[src/rtl/riscv_structures.sv]
// riscv_structures: shared fetch types and instruction constants.
//   fetch_state_t : fetch sequencer states (RUN, HALT, FAULT)
//   fetch_entry_t : one buffered fetch {pc, instr}
//   INSTR_EBREAK  : encoding that stops fetching
//   INSTR_NOP     : canonical nop (addi x0, x0, 0)
package riscv_structures;
    typedef enum logic [1:0] {RUN, HALT, FAULT} fetch_state_t;
    localparam logic [31:0] INSTR_EBREAK = 32'h0010_0073;
    localparam logic [31:0] INSTR_NOP = 32'h0000_0013;
    typedef struct packed {
        logic [31:0] pc;
        logic [31:0] instr;
    } fetch_entry_t;
endpackage

[src/rtl/fetch_queue.sv]
// fetch_queue: DEPTH-entry synchronous FIFO of fetch entries.
//   clk, rst_n    : clock, synchronous active-low reset
//   push, wdata   : write wdata at the tail (caller guarantees room)
//   pop           : drop the head
//   flush         : empty the queue; wins over push, a same-cycle pop is moot
//   full, empty   : occupancy flags
//   head          : entry at the head, valid while !empty
module fetch_queue
    import riscv_structures::*;
#(
    parameter int DEPTH = 2
) (
    input  logic         clk,
    input  logic         rst_n,
    input  logic         push,
    input  logic         pop,
    input  logic         flush,
    input  fetch_entry_t wdata,
    output logic         full,
    output logic         empty,
    output fetch_entry_t head
);
    localparam int AW = $clog2(DEPTH);
    fetch_entry_t mem_q [DEPTH];
    logic [AW:0] wr_q, wr_d, rd_q, rd_d;
    assign empty = wr_q == rd_q;
    // extra MSB differs only when the writer has lapped the reader
    assign full = (wr_q[AW] != rd_q[AW]) && (wr_q[AW-1:0] == rd_q[AW-1:0]);
    assign head = mem_q[rd_q[AW-1:0]];
    always_comb begin
        wr_d = flush ? wr_q : wr_q + {{AW{1'b0}}, push};
        rd_d = flush ? wr_q : rd_q + {{AW{1'b0}}, pop};
    end
    always_ff @(posedge clk) begin
        if (!rst_n) begin
            wr_q <= '0;
            rd_q <= '0;
        end else begin
            wr_q <= wr_d;
            rd_q <= rd_d;
        end
    end
    always_ff @(posedge clk) begin
        if (push && !flush) mem_q[wr_q[AW-1:0]] <= wdata;
    end
endmodule

[src/rtl/instr_fetch_ctrl.sv]
// instr_fetch_ctrl: PC sequencer feeding decode through a small fetch queue.
//   clk, rst_n                 : clock, synchronous active-low reset
//   imem_addr, imem_data       : combinational-read instruction memory port
//   redirect_valid, redirect_pc: PC change request from execute
//   out_valid/out_ready        : handshake to decode, with out_instr/out_pc
//   halted, fault              : registered RUN/HALT/FAULT state flags
module instr_fetch_ctrl
    import riscv_structures::*;
#(
    parameter logic [31:0] RESET_PC  = 32'h0000_0000,
    parameter int          MEM_WORDS = 256,
    parameter int          DEPTH     = 2
) (
    input  logic        clk,
    input  logic        rst_n,
    output logic [31:0] imem_addr,
    input  logic [31:0] imem_data,
    input  logic        redirect_valid,
    input  logic [31:0] redirect_pc,
    output logic        out_valid,
    input  logic        out_ready,
    output logic [31:0] out_instr,
    output logic [31:0] out_pc,
    output logic        halted,
    output logic        fault
);
    localparam logic [29:0] LIMIT = 30'(MEM_WORDS);
    fetch_state_t state_q, state_d;
    logic [31:0] pc_q, pc_d;
    fetch_entry_t hold_q, head, wdata;
    logic full, empty, pop, push, flush, in_range, can_push, misaligned;
    assign pop = !empty && out_ready;
    assign in_range = pc_q[31:2] < LIMIT;
    // a full queue still accepts a push when its head leaves this cycle
    assign can_push = state_q == RUN && (!full || pop);
    assign misaligned = redirect_pc[1:0] != 2'b00;
    assign wdata = '{pc: pc_q, instr: imem_data};
    always_comb begin
        state_d = state_q;
        pc_d = pc_q;
        push = 1'b0;
        flush = 1'b0;
        if (redirect_valid && state_q != FAULT) begin
            flush = 1'b1;
            state_d = misaligned ? FAULT : RUN;
            pc_d = misaligned ? pc_q : redirect_pc;
        end else if (can_push) begin
            push = in_range;
            state_d = !in_range ? FAULT : (imem_data == INSTR_EBREAK) ? HALT : RUN;
            pc_d = in_range ? pc_q + 32'd4 : pc_q;
        end
    end
    always_ff @(posedge clk) begin
        if (!rst_n) begin
            state_q <= RUN;
            pc_q <= RESET_PC;
            hold_q <= '0;
        end else begin
            state_q <= state_d;
            pc_q <= pc_d;
            if (pop) hold_q <= head;
        end
    end
    fetch_queue #(.DEPTH(DEPTH)) u_queue (
        .clk  (clk),
        .rst_n(rst_n),
        .push (push),
        .pop  (pop),
        .flush(flush),
        .wdata(wdata),
        .full (full),
        .empty(empty),
        .head (head)
    );
    assign imem_addr = pc_q;
    assign out_valid = !empty;
    // outputs keep the last consumed entry while the queue is empty
    assign out_instr = empty ? hold_q.instr : head.instr;
    assign out_pc = empty ? hold_q.pc : head.pc;
    assign halted = state_q == HALT;
    assign fault = state_q == FAULT;
endmodule
[config.mk]
export PLATFORM = sky130hd
export DESIGN_NAME = instr_fetch_ctrl
export DESIGN_NICKNAME = d
export VERILOG_FILES = /design/src/rtl/riscv_structures.sv /design/src/rtl/fetch_queue.sv /design/src/rtl/instr_fetch_ctrl.sv
export SDC_FILE = /design/constraint.sdc
export NUM_CORES = 1
export LEC_CHECK = 0
export ABC_AREA = 1
export BUFFER_PORTS_ARGS = -buffer_cell sky130_fd_sc_hd__buf_2
export CORE_UTILIZATION = 59
export CTS_BUF_LIST = sky130_fd_sc_hd__clkbuf_4
export DETAILED_ROUTE_END_ITERATION = 10
export PLACE_DENSITY = 0.86
export SLEW_MARGIN = 20
export SYNTH_ARGS = -nofsm -noshare
export SYNTH_HDL_FRONTEND = slang
export SYNTH_HIERARCHICAL = 1
export SYNTH_SLANG_ARGS = --single-unit
[constraint.sdc]
create_clock -name clk -period 5.81 [get_ports clk]
set_clock_uncertainty 0.05 [all_clocks]
set_input_delay 0.2905 -clock clk [delete_from_list [all_inputs] [get_ports clk]]
set_output_delay 0.2905 -clock clk [all_outputs]
set_load 0.1 [all_outputs]
* Yosys cells after proc, flatten, opt, wreduce, memory -nomap -nowiden
Memories as Yosys holds them, arrays and structs flattened. A register that Yosys moved wholly into a read port is not among the register bits.
Index checks and enable logic that the tools add are counted.
** Word-level totals
- Register bits :: 102
- Bits in latches :: 0
- Bits in writable memories :: 128
- ROM bits :: 0
- Input port bits :: 68
- Word-level logic and storage cells :: 51
- Memories kept :: 1
** Operators by class
- Add/subtract/negate cells :: 3
- $mul :: 0
- Div/mod/pow operators :: 0
- $lt $le $gt $ge :: 1
- Equal/unequal tests :: 8
- Shift-type cells :: 0
- Mux-type cells :: 18
- Bitwise gates (word level) :: 0
- Reduce and logical (&&, ||, !) cells :: 14
** Memory list
- u_queue.mem_q :: depth 2, width 64, rd ports 1, clocked after memory_dff 1, wr ports 1, line fetch_queue.sv:24 : fetch_entry_t mem_q [DEPTH];
** Operator list (count)
- $mux 32 :: 6
- $add 32x3->32 const B :: 1
- $eq 32x21->1 const B :: 1
- $lt 30x9->1 const B :: 1
- $mux 2 :: 5
- $mux 1 :: 7
- $reduce_bool 2->1 :: 3
- $logic_and 1x1->1 :: 5
- $add 2x1->2 :: 2
- $ne 2x2->1 const B :: 2
- $logic_not 1->1 :: 3
- $reduce_and 3->1 :: 1
- $eq 2x1->1 const B :: 1
- $eq 2x2->1 :: 1
- $eq 2x2->1 const B :: 1
- $logic_not 2->1 :: 1
- $eq 1x1->1 :: 1
- $logic_or 1x1->1 :: 1
- $ne 1x1->1 :: 1

* Depth between registers and ports, before layout
Gate-level depths: netlist of run 1.
- Word-level depth :: 10
- Gate-level depth with buffers :: 13
- Gate-level depth less buffers :: 11

* Hierarchy
The synthesis of run 1 kept the hierarchy.
** By module, submodules not included
- instr_fetch_ctrl :: times used 1, cells an instance 857, area each 5382.7 µm²
- fetch_queue :: times used 1, cells an instance 371, area each 5352.6 µm²

* Least setup slack after synthesis of run 1
Ideal clock, no wire load.
- Path type :: register -> register
- From :: register pc_q[29] (netlist: imem_addr[29])
- To :: memory u_queue/mem_q[0][0] (netlist name) (enable)
- Library setup time :: 0.486 ns
- Arrival :: 4.077 ns
- Required time :: 5.274 ns
- Slack :: 1.197 ns
- Cell stages (with the launch flop) :: 8
- Path buffers :: 0
- Period minus slack after synthesis :: 4.613 ns
- Cells stage by stage :: dfxtp_1 -> nor2_1 -> nand2_1 -> nor2_1 -> nand2_1 -> nor2_4 -> nand2_1 -> nor2_1
** Between the ends
- Longest elaborated chain between the ends :: 6
** RTL lines
- from (decl) :: line instr_fetch_ctrl.sv:29 : logic [31:0] pc_q, pc_d;
- from (signal assigned) :: line instr_fetch_ctrl.sv:60 : pc_q <= pc_d;
- $lt 30x9->1 :: line instr_fetch_ctrl.sv:33 : assign in_range = pc_q[31:2] < LIMIT;
- $mux 1 :: line instr_fetch_ctrl.sv:47 : end else if (can_push) begin
- $mux 1 :: line instr_fetch_ctrl.sv:43 : if (redirect_valid && state_q != FAULT) begin
- named net push :: line instr_fetch_ctrl.sv:31 : logic full, empty, pop, push, flush, in_range, can_push, misaligned;
- $logic_and 1x1->1 :: line fetch_queue.sv:44 : if (push && !flush) mem_q[wr_q[AW-1:0]] <= wdata;
- $mux 1 :: line fetch_queue.sv:44
- $mux 1 (implied by the code) :: line fetch_queue.sv:44
- to (decl) :: line fetch_queue.sv:24
The timed path passes the listed nets, and every way through them passes these cells.

* Final worst setup path of run 1
- From :: register u_queue.wr_q[0]
- To :: memory u_queue/mem_q[1][26] (netlist name) (enable)
** Between the ends
- Longest elaborated chain between the ends :: 10
- Elaborated cells on any way between the ends :: 13
** RTL lines
- from (decl) :: line fetch_queue.sv:25 : logic [AW:0] wr_q, wr_d, rd_q, rd_d;
- from (signal assigned) :: line fetch_queue.sv:39 : wr_q <= wr_d;
- $eq 2x2->1 :: line fetch_queue.sv:26 : assign empty = wr_q == rd_q;
- named net empty :: line instr_fetch_ctrl.sv:31
- $logic_not 1->1 :: line instr_fetch_ctrl.sv:32 : assign pop = !empty && out_ready;
- $logic_and 1x1->1 :: line instr_fetch_ctrl.sv:32
- $logic_or 1x1->1 :: line instr_fetch_ctrl.sv:35 : assign can_push = state_q == RUN && (!full || pop);
- $logic_and 1x1->1 :: line instr_fetch_ctrl.sv:35
- $mux 1 :: line instr_fetch_ctrl.sv:47
- $mux 1 :: line instr_fetch_ctrl.sv:43
- named net push :: line instr_fetch_ctrl.sv:31
- $logic_and 1x1->1 :: line fetch_queue.sv:44
- $mux 1 :: line fetch_queue.sv:44
- $mux 1 (implied by the code) :: line fetch_queue.sv:44
The timed path passes the listed nets, and every way through them passes these cells.

==> impl_metrics.yaml, run 1 <==
status:
  status: "complete, no violations"
global_routing:
  first_global_vias: 8991
  antenna_found_initial: 1
  overflow: 0
  grt_max_degree: 98
  grt_usage_pct: 29.6
  grt_pass1_wl_mm: 42.8
detailed_routing:
  met2_length_mm: 13.3
  viasPerCell: 5.42
  via_count: 9398
  met3_length_mm: 2.16
  firstDrtPassIters: 5
  drc: 0
  ant_nets: 0
  detail_route.wl_per_cell_um: 15.7
  wirelength_mm: 27.3
  wl_met1_mm: 10.5
  top_layer: "met4"
  dr.first_iter.drc_count: 708
yosys:
  synth_fp_nets: 1299
  syn_avg_cell_area_um2: 8.74
  synth_area_mm2: 0.0107
  netlist_instances: 1228
  ys_seq_elements: 231
  ys_warn_count: 6
  yosysSeqAreaShare_pct: 55.0
  synth_cell_types: 35
critical_path:
  path_depth: 10
  r2r-start: "u_queue/wr_q[0]"
  critical_path.top_delay_family: "simple AND/OR/NAND/NOR gates"
  worst_r2r_endpoint: "u_queue/mem_q[1][26]"
  worst_setup_path_start_kind: "register"
  startpoint: "u_queue/wr_q[0]"
  cpPeakStageDelay_ns: 0.65
  cp-endpoint: "u_queue/mem_q[1][26]"
  r2r_cells: 10
  crit_fanout: 55
  cp_num_buf_inv: 2
  r2r_setup_slack_ns: 1.95
  critPathRequiredTime_ns: 6.06
  cp_slowest_cell: "buf_4"
  arrival_ns: 4.11
  path_class: "register to register"
  end_kind: "register"
  path_cells: "xor2_1 > nor2_1 > clkinv_2 > nand2_4 > a21oi_1 > nand2_1 > nor2_4 > nand2_1 > nor2_4 > buf_4"
layout:
  drive_gt1_share_pct: 24.9
  area_growth_pct: 20.6
  final_cell_mix: "nand2_1 (263), buf_2 (166), inv_1 (163), o21ai_0 (152), edfxtp_1 (128)"
  mostFrequentLayoutCell: "nand2_1"
  regArea_mm2: 0.00591
  nets: 1534
  fin_area_mm2: 0.0129
  nFillCells: 1220
  multiInputGateArea_mm2: 0.00382
  layout.cells.non_filler: 1735
sta:
  hold_viol_final: 0
  setup_tns_ns: 0
  fin_crit_sh_pct: 66.4
  hold_slack_ns: 0.0298
  drv_slew: 0
  rsz0062_at_grt: "false"
  fmax_mhz: 259
  fin_crit_ns: 3.86
  worst_slew_pin_slew_ns: 0.842
  relSlewSlack_pct: 43.9
  setup_violations: 0
place:
  placed_cells: 1564
  io_buffers: 166
  dp_hpwl_mm: 16.0
  place_congestion: 0.920
  place_area_mm2: 0.0115
floorplanning:
  core_area_mm2: 0.0175
  die_y_um: 137
  io_pins: 167
  row_count: 48
  initial_core_util_pct: 61.2
  die_area_mm2: 0.0187
  die-width_um: 137
pwr:
  internal_power_mw: 3.00
  p_per_area_mw_per_mm2: 449
  swShare_pct: 48.4
  combPwrFrac_pct: 42.1
  power_mw: 5.82
  power_leakage_nw: 5.25
  clkPwrFrac_pct: 23.4
  p_switching_mw: 2.82
  seqPwrFrac_pct: 34.5
  ir_drop_uv: 429
job:
  cap_violations: 0
cts:
  cts_tree: "yes"
  ctsHtreeMaxLevel: 2
  numClockSinks: 231
  root_buffer: "clkbuf_4"
  cts_buffers: 55
  cts.repair.resized: 0
  cts.path.max_buffers: 3
  clk_pin_slew_ns: 0.07
  clk_latency_ns: 0.69
worst_hold_path:
  min-delay-start: "redirect_pc[0]"
  hold_path.class: "input pin to register"
per-stage QoR:
stage               utilization [%]  setup slack (ns)
floorplan                         -              1.20
global placement               65.7              2.18
detailed placement             65.7              2.06
CTS                            73.7              2.02
global route                   73.8              1.75
finish                         73.8              1.95
registers in the layout (all words and copies together) (netlist names), named ones only:
register       count
imem_addr         32
u_queue/mem_q    128
u_queue/rd_q       2
u_queue/wr_q       2
hold_q            64
state_q            2
power groups by stage:
| stage | logic (mW) | clock network, mW | registers, mW |
|---|---|---|---|
| 6_report | 2.45 | 1.36 | 2.01 |
| 5_1_grt | 2.57 | 1.46 | 2.02 |
| 4_1_cts | 2.41 | 1.36 | 2.02 |
| 3_5_place_dp | 2.36 | 0 | 2.06 |
| 3_3_place_gp | 2.33 | 0 | 2.05 |
| 2_1_floorplan | 1.93 | 0 | 2.15 |
cells by family after synthesis:
group                      Yosys count  share of synthesized area [%]
and+or+nand+nor                    441                           17.1
AOI/OAI and AO/OA                  320                           17.6
DFF                                231                           55.0
buffers and inverters              229                           9.63
xor gates and xnor gates             4                          0.326
adders and majority gates            3                          0.350
final cells by class:
type | count | area share (%)
flip-flops and latches | 231 | 45.6
multi-input cells | 768 | 29.5
repair buffers | 241 | 12.2
inverters | 166 | 4.82
clock buffers | 83 | 4.81
well taps | 225 | 2.17
clock inverters | 20 | 0.860
diodes | 1 | 0.0193
tightest hold or removal path: cells and delay by family:
family                 cells  cell delay [ns]
AOI/OAI and AO/OA          2             0.20
buffers and inverters      1             0.11
and+or+nand+nor            1             0.08
worst min-delay path by stage:
stage | cells past startpoint | to
2_1_floorplan | 0 | u_queue/mem_q[0][0]
3_3_place_gp | 2 | hold_q[9]
3_5_place_dp | 2 | hold_q[0]
4_1_cts | 4 | imem_addr[19]
5_1_grt | 4 | imem_addr[13]
6_report | 4 | imem_addr[19]
Yosys cell counts (all sizes together):
cell type  count  area [µm²]
nand3b         4        30.0
inv          166         623
nor3           7        51.3
edfxtp       128        3840
xor2           3        26.3
nor2         108         443
a21oi         96         514
o21bai         4        30.0
nand4          5        31.3
dfxtp        103        2060
clkbuf        37         149
xnor2          1        8.76
ha             3        37.5
o21ai        219        1340
a31oi          1        6.26
nand2        270        1030
nand3         33         165
buf           26         262
or2           12        75.1
nor4           2        12.5
per-layer routing:
| metal | GRT usage (%) | vias to the layer above |
|---|---|---|
| met5 | 0 | - |
| li1 | - | 4542 |
| met2 | 49.6 | 467 |
| met4 | 18.4 | 0 |
| met3 | 5.74 | 114 |
| met1 | 35.2 | 4275 |
what timing repair did:
item,in CTS,in global routing
setup buffers,0,0
hold buffers,66,0
hold endpoints to repair,97,0
Power figures use the tool's default switching activity.
==> run 2: changes to the inputs <==
Settings changed: ABC_AREA 1 to 0, CORE_UTILIZATION 59 to 53, PLACE_DENSITY 0.86 to 0.83.
Clock period 5.81 ns to 3.3 ns, I/O delays scaled along.
==> run 2 against run 1 <==
  * Cell count fell by 21%
  * Global-route usage fell by 5.6 points
  * Via count fell by 20%
  * Synthesized cell count fell by 33%
  * Critical path depth fell by 5
  * Area after synthesis fell by 6.2%
  * Largest power group unchanged
==> impl_metrics.yaml, run 2 <==
pwr:
  power_leakage_nw: 4.98
  ir_drop_uv: 508
  p_per_area_mw_per_mm2: 783
detailed_routing:
  detail_route.wl_per_cell_um: 17.3
  via_count: 7481
  viasPerCell: 5.49
  firstDrtPassIters: 5
  wirelength_mm: 23.5
  drc: 0
  ant_nets: 0
  dr.first_iter.drc_count: 418
cts:
  post_cts_buffers: 0
  root_buffer: "clkbuf_4"
  numClockSinks: 231
  cts_tree: "yes"
  ctsHtreeMaxLevel: 2
  cts_buffers: 57
  clk_pin_slew_ns: 0.07
  clk_latency_ns: 0.63
  cts.repair.resized: 0
  cts.path.max_buffers: 3
place:
  dp_hpwl_mm: 14.3
  place_congestion: 0.884
  place_area_mm2: 0.0111
  place_ws_ns: 0.814
  placed_cells: 1186
  io_buffers: 166
critical_path:
  startpoint: "u_queue/wr_q[1]"
  end_kind: "output pin"
  path_class: "register to output pin"
  worst_r2r_endpoint: "imem_addr[2]"
  critPathRequiredTime_ns: 3.08
  r2r-start: "u_queue/wr_q[0]"
  arrival_ns: 2.85
  crit_fanout: 65
  r2r_cells: 7
  worst_setup_path_start_kind: "register"
  r2r_setup_slack_ns: 0.80
  cp-endpoint: "out_pc[16]"
floorplanning:
  die_area_mm2: 0.0196
  initial_core_util_pct: 54.0
  core_area_mm2: 0.0186
  io_pins: 167
  row_count: 50
  die_y_um: 140
  die-width_um: 140
sta:
  hold_viol_final: 0
  relSlewSlack_pct: 40.5
  hold_slack_ns: 0.111
  fin_crit_sh_pct: 92.7
  fin_ws_ns: 0.239
  rsz0062_at_grt: "false"
  setup_violations: 0
  worst_slew_pin_slew_ns: 0.893
  fmax_mhz: 327
  fin_crit_ns: 3.06
  drv_slew: 0
global_routing:
  grtUsageMet3_pct: 4.92
  grt_util_met1_pct: 28.6
  grt_max_degree: 66
  grt_usage_pct: 24.1
  met2_usage_pct: 42.2
  grt_pass1_wl_mm: 36.7
  antenna_found_initial: 2
  first_global_vias: 7412
  overflow: 0
  busiest_layer: "met2"
layout:
  final_cell_mix: "nand2_1 (166), buf_2 (166), edfxtp_1 (128), clkbuf_4 (98), dfxtp_1 (79)"
  area_growth_pct: 24.5
  fin_area_mm2: 0.0125
  layout.cells.non_filler: 1362
  largest_reg_flops: 128
  drive_gt1_share_pct: 39.6
  nets: 1148
  nFillCells: 1356
yosys:
  synth_fp_nets: 893
  synth.area.top_cells: "edfxtp_1 (38%), dfxtp_1 (20%), mux2_4 (8.9%)"
  yosysTopAreaCell: "edfxtp_1"
  synth_top_family_by_area: "multiplexers"
  async_flop_share_pct: 0
  synth_commonest_cells: "nand2_1 (166), edfxtp_1 (128), dfxtp_1 (103)"
  synth_area_mm2: 0.0101
  synthMuxAreaShare_pct: 16.6
  synth_edf_count: 128
  ys_seq_elements: 231
  synth_compound_area_share_pct: 9.06
  yosysSeqAreaShare_pct: 58.7
  netlist_instances: 822
  ys.flop_type: "edfxtp_1"
  synth_cell_types: 52
  ys_warn_count: 6
  syn_avg_cell_area_um2: 12.2
  synth_top_area_share_pct: 38.2
  synthSimpleGateAreaFrac_pct: 11.5
  synthXorXnorAreaFrac_pct: 0.435
  synth_most_common_cell: "nand2_1"
  synthAdderAreaFrac_pct: 0.373
worst_hold_path:
  hold_path.class: "input pin to register"
job:
  cap_violations: 0
status:
  status: "complete, no violations"
[run 2: cell count changes in the layout (fill, tap and decap cells not counted), sizes merged, moves of 11 or more]
cell    previous run  this run
mux2               0       128
o21ai            219        17
or2               12         1
a21oi             96        56
a21boi             0        33
nor2             108        16
clkbuf            83        98
nand2            270       166
nand3             33        20
inv              166         9
[run 2: cells by family after synthesis]
family | Yosys count
AOI/OAI and AO/OA | 139
buffers and inverters | 58
DFF | 231
xor gates and xnor gates | 5
muxes | 128
and+or+nand+nor | 258
adders and majority gates | 3
[run 2: where the power goes]
part | internal [mW] | total (mW) | switching, mW
Clock | 1.33 | 2.41 | 1.08
Sequential | 3.28 | 3.44 | 0.160
Combinational | 0.952 | 3.97 | 3.02
[run 2: worst min path at each step]
stage	startpoint	to	slack [ns]	cells after the start
final	rst_n	imem_addr[27]	0.11	4
after global routing	redirect_pc[0]	imem_addr[0]	0.07	4
after CTS	redirect_pc[0]	imem_addr[0]	0.03	4
after detailed placement	imem_data[18]	u_queue/mem_q[1][18]	0.32	1
after global placement	imem_data[13]	u_queue/mem_q[1][13]	0.32	1
after floorplan	imem_data[0]	u_queue/mem_q[0][0]	0.21	0
[run 2: timing repair]
action / CTS / global route
hold buffers: 66 / 0
endpoints found under the hold margin: 95 / 0
endpoints found under the setup margin: 0 / 0
[run 2: area by class of cell]
cell class / count / area (µm²) / share of cell area, %
flip-flops and latches: 231 / 5960 / 47.5
multi-input cells: 533 / 3840 / 30.7
repair buffers: 245 / 1630 / 13.0
clock buffers: 98 / 736 / 5.87
well taps: 234 / 293 / 2.34
clock inverters: 10 / 38.8 / 0.309
inverters: 9 / 33.8 / 0.270
diodes: 2 / 5.00 / 0.0399
[run 2: metal layers]
layer / vias up / share of wire [%] / wire length [µm]
met5: - / 0 / 0
li1: 3539 / - / -
met1: 3531 / 40 / 9390
met3: 53 / 7.5 / 1760
met4: 0 / 2.2 / 528
met2: 358 / 50 / 11800
[run 2: worst max-delay path, stage by stage (launching register included)]
cell	delay [ns]
dfxtp_1	0.34
xnor2_1	0.21
nor2b_4	0.18
buf_4	0.68
mux2_2	0.35
buf_2	0.44
[run 2: per-stage QoR]
step                setup TNS (ns)  utilization [%]  power [mW]
global placement                 0             59.5        7.37
floorplan                    -8.79                -        6.86
detailed placement               0             59.5        7.41
finish                           0             67.2        9.82
global route                     0             67.2        10.2
CTS                              0             67.2        9.88
==> run 3: changes to the inputs <==
Settings changed: ABC_AREA 0 to 1, PLACE_DENSITY 0.83 to 0.82.
==> run 3 against run 2 <==
  * Register-to-register slack lost 0.44 ns
  * Cell count is 33% higher
  * Power grew 4.8%
  * Setup slack got worse by 0.0098 ns
  * Die area rose by 6.5%
  * Wire length increased by 9.7%
  * Clock power is essentially flat
  * Design area up 6.0%
  * Count of clock-buffer cells in the layout is 13 lower
  * Critical path depth grew 2
  * Combinational power up 10%
  * Largest cell class unchanged
  * Highest routed layer unchanged
==> impl_metrics.yaml, run 3 (synthesis gave the netlist of run 1 again) <==
status:
  status: "complete, no violations"
detailed_routing:
  viasPerCell: 5.10
  wl_met1_mm: 10.7
  firstDrtPassIters: 5
  wirelength_mm: 25.8
  top_layer: "met4"
  via_count: 9215
  dr.first_iter.drc_count: 692
  detail_route.wl_per_cell_um: 14.3
  ant_nets: 0
  drc: 0
  met3_length_mm: 1.96
  met2_length_mm: 12.4
cts:
  cts_buffers: 57
  clk_pin_slew_ns: 0.07
  cts_tree: "yes"
  ctsHtreeMaxLevel: 2
  clk_latency_ns: 0.67
  root_buffer: "clkbuf_4"
  numClockSinks: 231
  post_cts_buffers: 0
  cts.path.max_buffers: 3
pwr:
  p_per_area_mw_per_mm2: 775
  power_mw: 10.3
  ir_drop_uv: 524
  power_leakage_nw: 5.40
critical_path:
  path_cells: "xor2_1 > nor2_1 > inv_4 > clkbuf_8 > nand2_1 > o21ai_1 > buf_2"
  arrival_ns: 2.86
  cp_slowest_cell: "clkbuf_8"
  path_class: "register to output pin"
  cp_num_buf_inv: 3
  critical_path.top_delay_family: "buffers and inverters"
  end_kind: "output pin"
  critPathRequiredTime_ns: 3.08
  worst_setup_path_start_kind: "register"
  crit_fanout: 129
  cpPeakStageDelay_ns: 0.59
layout:
  largest_reg_flops: 128
  layout.cells.non_filler: 1806
  drive_gt1_share_pct: 24.8
  area_growth_pct: 23.7
  final_util_pct: 67.6
  final_cell_mix: "nand2_1 (263), buf_2 (166), inv_1 (163), edfxtp_1 (128), o21ai_0 (107)"
  nets: 1561
  mostFrequentLayoutCell: "nand2_1"
place:
  place_congestion: 0.917
  io_buffers: 166
  dp_hpwl_mm: 16.0
  place_ws_ns: 0.610
  placed_cells: 1609
sta:
  fin_crit_ns: 3.07
  hold_viol_final: 0
  relSlewSlack_pct: 44.9
  rsz0062_at_grt: "false"
  fmax_mhz: 326
  setup_violations: 0
  fin_ws_ns: 0.230
  fin_crit_sh_pct: 93.0
  worst_slew_pin_slew_ns: 0.827
  hold_slack_ns: 0.0720
  drv_slew: 0
floorplanning:
  core_area_mm2: 0.0197
  die_area_mm2: 0.0208
  die_y_um: 144
  io_pins: 167
  row_count: 51
  initial_core_util_pct: 54.6
  die-width_um: 144
global_routing:
  grt_usage_pct: 24.7
  grt_max_degree: 130
  grt_pass1_wl_mm: 40.4
  first_global_vias: 8690
  antenna_found_initial: 2
  overflow: 0
worst_hold_path:
  hold_path.class: "input pin to register"
job:
  cap_violations: 0
[run 3: cell types whose count changed in the layout (fill, tap and decap cells not counted), moves of 31 or more]
cell      delta
o21ai_2     +64
mux2_4      -60
o21ai_0     +94
o21ai_1     +44
inv_1      +158
a21oi_1     +31
nand2_1     +97
nor2_1      +80
a21boi_0    -32
mux2_2      -68
[run 3: per-layer routing]
layer	global-route usage, %	vias to the layer above
li1	-	4588
met1	31.5	4199
met2	41.0	363
met3	4.97	65
met4	10.7	0
met5	0	-
[run 3: final timing paths]
path / slack (ns) / cells after the start / to / from
max reg2reg: 0.36 / 10 / imem_addr[13] / state_q[0]
min: 0.07 / 5 / imem_addr[23] / redirect_pc[0]
min reg2reg: 0.40 / 2 / hold_q[56] / hold_q[56]
max: 0.23 / 7 / out_pc[3] / u_queue/wr_q[0]
[run 3: through the flow]
step                area, µm²  TNS (ns)
global route            13300         0
finish                  13300         0
floorplan               10700    -25.02
global placement        11600         0
CTS                     13300         0
detailed placement      11600         0
[run 3: layout make-up]
class,instances,area [µm²]
Fill cell,1515,6370
Sequential cell,231,5910
Multi-Input combinational cell,768,3820
Timing Repair Buffer,266,1830
Clock buffer,85,638
Inverter,166,626
Tap cell,265,332
Clock inverter,23,120
Antenna cell,2,5.00
[run 3: worst min-delay path, delay by kind of cell]
kind | cells | cell delay (ns)
and+or+nand+nor | 3 | 0.41
buffers and inverters | 2 | 0.17
[run 3: timing repair]
action                                  CTS  global route
endpoints found under the setup margin   64            19
endpoints found under the hold margin   110             0
resized for setup                         1             1
hold buffers                             87             0
[run 3: where the power goes]
group	total, mW	leakage (nW)	internal, mW	switching (mW)
combinational	4.37	2.96	0.778	3.59
sequential	3.54	1.99	3.33	0.204
clock	2.38	0.451	1.27	1.12
total	10.3	5.40	5.38	4.91
